$ cat src/rtl/uart_tx.sv
// uart_tx: asynchronous serial transmitter for the debug dump path.
// Frame = start bit, 8 data bits LSB first, optional parity, 1 or 2 stop bits.
// The byte is latched on the acceptance edge, and busy/tx are registered so
// the start bit and busy both appear on that same edge.
module uart_tx #(
  parameter int CLKDIV   = 868,  // clock cycles per bit, >= 2
  parameter int PARITY   = 0,    // 0 none, 1 odd, 2 even
  parameter int STOPBITS = 1     // 1 or 2
) (
  input  logic       clk,
  input  logic       rst,
  input  logic       txen,
  input  logic [7:0] din,
  output logic       busy,
  output logic       tx
);

  localparam int TW = $clog2(CLKDIV);
  localparam logic [TW-1:0] TLOAD = TW'(CLKDIV - 1);

  typedef enum logic [2:0] {
    S_IDLE  = 3'd0,
    S_START = 3'd1,
    S_DATA  = 3'd2,
    S_PAR   = 3'd3,
    S_STOP  = 3'd4
  } state_e;

  state_e        state_q, state_d;
  logic [TW-1:0] timer_q, timer_d;
  logic [7:0]    shift_q, shift_d;
  logic [2:0]    idx_q,   idx_d;
  logic          stop_q,  stop_d;   // stop bits already completed
  logic          par_q,   par_d;
  logic          tx_q,    tx_d;
  logic          busy_q,  busy_d;
  logic          tick;

  assign tick = (timer_q == '0);

  // State and datapath registers; reset abandons any partial frame.
  always_ff @(posedge clk) begin
    if (rst) begin
      state_q <= S_IDLE;
      timer_q <= '0;
      shift_q <= '0;
      idx_q   <= '0;
      stop_q  <= 1'b0;
      par_q   <= 1'b0;
      tx_q    <= 1'b1;
      busy_q  <= 1'b0;
    end else begin
      state_q <= state_d;
      timer_q <= timer_d;
      shift_q <= shift_d;
      idx_q   <= idx_d;
      stop_q  <= stop_d;
      par_q   <= par_d;
      tx_q    <= tx_d;
      busy_q  <= busy_d;
    end
  end

  // Next-state: bit timer counts down, state advances when it hits zero.
  always_comb begin
    state_d = state_q;
    timer_d = timer_q;
    shift_d = shift_q;
    idx_d   = idx_q;
    stop_d  = stop_q;
    par_d   = par_q;
    case (state_q)
      S_IDLE: begin
        if (txen) begin
          shift_d = din;
          idx_d   = '0;
          stop_d  = 1'b0;
          par_d   = (PARITY == 1) ? ~^din : ^din;
          timer_d = TLOAD;
          state_d = S_START;
        end
      end
      S_START: begin
        if (tick) begin
          timer_d = TLOAD;
          state_d = S_DATA;
        end else begin
          timer_d = timer_q - 1'b1;
        end
      end
      S_DATA: begin
        if (tick) begin
          timer_d = TLOAD;
          shift_d = shift_q >> 1;
          idx_d   = idx_q + 3'd1;
          if (idx_q == 3'd7) state_d = (PARITY != 0) ? S_PAR : S_STOP;
        end else begin
          timer_d = timer_q - 1'b1;
        end
      end
      S_PAR: begin
        if (tick) begin
          timer_d = TLOAD;
          state_d = S_STOP;
        end else begin
          timer_d = timer_q - 1'b1;
        end
      end
      S_STOP: begin
        if (tick) begin
          if (STOPBITS == 2 && !stop_q) begin
            stop_d  = 1'b1;
            timer_d = TLOAD;
          end else begin
            state_d = S_IDLE;
          end
        end else begin
          timer_d = timer_q - 1'b1;
        end
      end
      default: state_d = S_IDLE;
    endcase
  end

  // Outputs are decoded from the next state so they register on the same edge.
  always_comb begin
    tx_d   = 1'b1;
    busy_d = 1'b0;
    case (state_d)
      S_IDLE:  begin tx_d = 1'b1;       busy_d = 1'b0; end
      S_START: begin tx_d = 1'b0;       busy_d = 1'b1; end
      S_DATA:  begin tx_d = shift_d[0]; busy_d = 1'b1; end
      S_PAR:   begin tx_d = par_d;      busy_d = 1'b1; end
      S_STOP:  begin tx_d = 1'b1;       busy_d = 1'b1; end
      default: begin tx_d = 1'b1;       busy_d = 1'b0; end
    endcase
  end

  assign tx   = tx_q;
  assign busy = busy_q;

endmodule

$ cat config.mk
export PLATFORM = sky130hd
export DESIGN_NAME = uart_tx
export DESIGN_NICKNAME = d
export VERILOG_FILES = /design/src/rtl/uart_tx.sv
export SDC_FILE = /design/constraint.sdc
export NUM_CORES = 1
export LEC_CHECK = 0
export BUFFER_PORTS_ARGS = -buffer_cell sky130_fd_sc_hd__buf_2
export CAP_MARGIN = 15
export CORE_MARGIN = 8
export CORE_UTILIZATION = 32
export CTS_CLUSTER_DIAMETER = 40
export CTS_CLUSTER_SIZE = 40
export DETAILED_ROUTE_END_ITERATION = 10
export PLACE_DENSITY_LB_ADDON = 0.08
export SLEW_MARGIN = 0
export SYNTH_ARGS = -nofsm -noshare
export SYNTH_HDL_FRONTEND = slang
export SYNTH_SLANG_ARGS = --single-unit
$ cat constraint.sdc
create_clock -name clk -period 1.9 [get_ports clk]
set_input_delay 0.285 -clock clk [delete_from_list [all_inputs] [get_ports clk]]
set_output_delay 0.285 -clock clk [all_outputs]
set_load 0.03 [all_outputs]
==> Word-level counts from Yosys, hierarchy flattened <==
Index checks and enable logic that the tools add are counted.
Widths: inputs -> output; s select.
{ "word_totals": {"register_bits": 27, "latchBits": 0, "mem_bits_rw": 0, "rom_bits": 0, "wordCells": 52, "memories": 0} }
{ "op_classes": {"n_addsub": 2, "mul": 0, "div_mod_pow": 0, "magnitude_cmp": 0, "n_eq_ne": 12, "shift": 0, "n_mux": 21, "n_bitwise": 0, "n_reduce_logical": 9} }
{ "ops": {"columns": ["operator", "n"], "rows": [
  ["$mux 10", 3],
  ["$pmux 10 s3", 1],
  ["$mux 3", 8],
  ["$mux 8", 2],
  ["$pmux 8 s2", 1],
  ["$pmux 3 s5", 1],
  ["$eq 3x2->1 const B", 4],
  ["$logic_not 10->1", 1],
  ["$sub 10x1->10 const B", 1],
  ["$eq 3x3->1 const B", 3],
  ["$reduce_xor 8->1", 1],
  ["$eq 3x1->1 const B", 2],
  ["$ne 2x2->1 const B", 3],
  ["$pmux 3 s2", 1],
  ["$reduce_and 3->1", 2],
  ["$reduce_or 4->1", 1],
  ["$add 3x1->3 const B", 1],
  ["$logic_not 3->1", 1],
  ["$mux 1", 3],
  ["$pmux 1 s3", 1],
  ["$reduce_bool 3->1", 1],
  ["$reduce_or 3->1", 1],
  ["$reduce_bool 2->1", 1]
]} }

==> Depth between registers and ports, before layout <==
{ "logic_depth": {"depth_word": 7, "mapped_depth": 8} }

==> Least setup slack after synthesis <==
Ideal clock, no wire load.
{ "synth_path": {"kind": "reg-to-reg", "from": "register timer_q[0]", "to": "register tx_q, in the netlist tx", "setup_time_ns": 0.128, "arrival_time_ns": 1.790, "required_ns": 1.772, "setup_slack_ns": -0.018, "stages_incl_launch_ff": 9, "n_path_buf": 1, "synth_period_minus_slack_ns": 1.918, "cell_sequence": "dfxtp_1 -> inv_1 -> ha_1 -> nor3b_1 -> a31oi_1 -> buf_6 -> a311o_1 -> a21oi_2 -> o211ai_1"} }
{ "synth_via": {"elab_chain_cells": 5, "word_cells_on_any_way": 12, "cone_classes": "3 x eq/ne; 8 x mux; 1 x reduce/logical"} }
{ "synth_rtl": {"columns": ["item", "line", "source"], "rows": [
  ["start: declaration", "30", "logic [TW-1:0] timer_q, timer_d;"],
  ["start signal: assignment", "54", "timer_q <= timer_d;"],
  ["$logic_not 10->1 *", "39", "assign tick = (timer_q == '0);"],
  ["$mux 3 (on tied branches)", null, null],
  ["$pmux 3 s5", "72", "case (state_q)"],
  ["$eq 3x2->1 or $eq 3x1->1 (tied branches)", "129", "case (state_d)"],
  ["$pmux 1 s3 *", "129", null],
  ["end signal: assignment", "59", "tx_q <= tx_d;"],
  ["end: declaration", "35", "logic tx_q, tx_d;"]
]} }
Every way passes the cells marked *; elsewhere a longest branch is shown, timed or not. The select of a mux whose other input is x is not followed.
A chain may end at the register's enable or synchronous reset.

==> Final worst setup path <==
Ends and elaborated chain as after synthesis.

==> summary.md <==
| Metric | Value |
|---|---|
| Layout cells sized above 1 | 27.1% |
| Hold wc startpoint | din[7] |
| Hold Crit Depth | 3 |
| CP endpoint kind | register |
| Slew Viols, Final | 0 |
| Vias/cell | 5.06 |
| Die area | 6750 µm² |
| Syn_nets | 174 |
| Worst setup margin | 0.0922 ns |
| Cell Area, Synth | 1400 µm² |
| H-tree Lvls | 1 |
| Buffer and inverter count on the worst path | 2 |
| RSZ-0062 raised after global routing | no |
| Wire length per cell | 13.6 µm |
| # rows | 24 |
| Setup_tns | 0 ns |
| WL final | 3170 µm |
| Starting density of the core | 32.6% |
| DP HPWL | 2410 µm |
| Top cells by count, synth | 27 x dfxtp_1, 18 x nor2_1, 14 x a21oi_1, 9 x nand2_1, 9 x xnor2_1 |
| Number of max-cap violations | 0 |
| Finished Core Util | 39.7% |
| DP Worst Slack | 0.0683 ns |
| Worst skew pair latency | 0.28 ns |
| Max-slew headroom | 64.7% |
| Ant diodes | 0 |
| Area after DPL | 1590 µm² |
| Layout fillers | 451 |
| Die H | 82.1 µm |
| Worst Hold End | shift_q[7] |
| Peak Freq | 553 MHz |
| CP max-delay cell | dfxtp_1 |
| First-pass iteration count of the detailed router | 4 |
| Core footprint | 4290 µm² |
| Yosys reg bits | 27 |
| Fin nets | 197 |
| Max rail drop VDD | 0.309 mV |
| Fin area | 1710 µm² |
| Worst min path class | in -> reg |
| R2r setup slk | 0.09 ns |
| Register area share after synthesis | 38.6% |
| Final Hold Fails | 0 |
| Synthesis-to-layout area growth | 21.9% |
| CP required | 2.07 ns |
| Post-synth EDFFs | 0 |
| Antenna violations before repair | 0 |
| Boundary pin count | 13 |
| Reg2Reg Depth | 8 |
| Leakage | 0.638 nW |
| Worst clock skew | 0.00811 ns |
| WS Path Type | reg -> reg |
| GRT overflow | 0 |
| Distinct cell type count after synthesis | 42 |
| Ranking of synthesized cells by area | dfxtp_1 39%, xnor2_1 5.6%, a21oi_1 5.0%, nor2_1 4.8%, o211ai_1 4.3% |
| Outcome | complete, no violations |
| Worst setup startpoint | timer_q[0] |
| Vias | 1180 |
| FF-to-FF End | tx |
| DIE WIDTH | 82.1 µm |
| Ys async rst share | 0% |
| Yosys warns | 0 |
| Top-count cell post-synth | dfxtp_1 |
| Reg-to-reg startpoint | timer_q[0] |
| First-pass GRT wire length | 5480 µm |
| Vias in the first global route | 1156 |
| Ys flop type | dfxtp_1 |
| Largest net degree at the start of global routing | 23 |
| DR iter-0 viols | 32 |
| Port Buffer Count | 12 |
| Crit path time final | 1.81 ns |
| Post-synth top area share | 38.6% |
| Endpoints failing setup | 0 |
| Antenna-violating nets left | 0 |
| Root buffer cell | clkbuf_8 |
| Hold-fix buffers, CTS | 0 |
| Crit-path cells | inv_1 > ha_2 > nor3b_4 > and3_2 > a32oi_1 > buf_4 > a21oi_2 > o211ai_1 |
| Cts bufs inserted | 3 |
| Startpoint Class | register |
| Clock transition at the registers of the reported paths | 0.10 ns |
| CTS Sinks | 27 |
| Pwr dens | 887 nW/µm² |
| Max Buffers Root-to-Sink | 2 |
| Yosys top cell by area | dfxtp_1 |
| Fraction of the cycle the final worst path needs | 95.1% |
| Maximum fanout along the worst path | 8 |
| DRC Markers | 0 |
| Avg Inst Size Synth | 8.81 µm² |
| CTS tree | done |
| Family with the most delay on the worst path | simple AND/OR/NAND/NOR gates |
| CP peak stage delay | 0.34 ns |
| Synth Instances | 159 |
| GPL Wtd Cong | 0.741 |
| Worst path arrival time | 1.98 ns |
| Least-Margin Pin Slew | 0.528 ns |
| Total GRT Usage | 10.4% |
-- through the flow --
step,hold slack [ns],power [W],cells
after floorplan,0.436,0.000988,159
after global placement,0.441,0.00113,228
after detailed placement,0.447,0.00114,228
after CTS,0.294,0.00148,232
after global routing,0.327,0.00162,233
final,0.287,0.00151,233
-- routing by layer --
metal  track usage, %  up-vias  part of all wire (%)
li1                 -      613                     -
met5                0        -                     0
met3             2.38        5                   3.3
met1             13.2      548                    50
met2             16.3       14                    45
met4             4.74        0                   1.6
-- how the worst max path moves through the flow --
stage / cells after the start / end / slack, ns
final: 8 / tx / 0.09
after floorplan: 8 / tx / 0.11
after global routing: 8 / tx / 0.001
after detailed placement: 8 / tx / 0.07
after global placement: 6 / shift_q[7] / 0.13
after CTS: 8 / tx / 0.05
-- layout by cell type (no fill, tap or decap), types with 2 or more instances in the layout --
cell,count
dfxtp_1,26
xnor2_1,9
buf_6,2
xor2_1,6
buf_2,12
clkbuf_8,3
o21ai_0,2
nand2_1,9
buf_4,14
nor2_1,16
a22oi_1,7
nor3_1,4
inv_1,4
a31oi_1,3
a311o_1,2
mux2i_1,2
nor2_2,3
o211ai_1,8
nor2b_1,4
a21oi_1,14
ha_1,3
-- worst reg2reg max path, cell delays in order (launching register included) --
cell and delay (ns):
dfxtp_1 0.34, inv_1 0.07, ha_2 0.17, nor3b_4 0.30
and3_2 0.33, a32oi_1 0.14, buf_4 0.16, a21oi_2 0.12
o211ai_1 0.08
-- flip-flops by register name, indices dropped and copies added, names as in the netlist --
signal	count
shift_q	8
par_q	1
idx_q	3
busy	1
state_q	3
tx	1
timer_q	10
-- area by class of cell --
type	instances	area (µm²)	share of cell area, %
clock buffer	3	41.3	2.42
clock inverter	1	7.51	0.440
inverter	5	18.8	1.10
multi-input combinational	117	845	49.5
sequential	27	542	31.7
tap	52	65.1	3.81
timing repair buffer	28	188	11.0
-- cell families (layout without fill, tap and decap cells) --
group | Yosys count | in the layout | share of synthesized area [%]
AND/OR/NAND/NOR | 49 | 49 | 18.9
AO/OA/AOI/OAI | 46 | 46 | 22.1
flip-flops | 27 | 27 | 38.6
XOR/XNOR | 15 | 15 | 9.38
buffers and inverters | 15 | 37 | 5.18
adder cells (fa/ha/maj) | 4 | 4 | 3.57
multiplexers | 3 | 3 | 2.23
-- what timing repair did --
| action | CTS | global route |
|---|---|---|
| setup buffers | 0 | 1 |
| gates resized for setup | 0 | 14 |
| endpoints found under the hold margin | 0 | 0 |
| endpoints found under the setup margin | 0 | 8 |
-- power breakdown --
| part | leakage [nW] | switching [W] | internal, W |
|---|---|---|---|
| clock network | 0.0217 | 0.000195 | 0.000149 |
| logic | 0.394 | 0.000264 | 0.000231 |
| registers | 0.222 | 0.0000481 | 0.000627 |
Power figures use the tool's default switching activity.
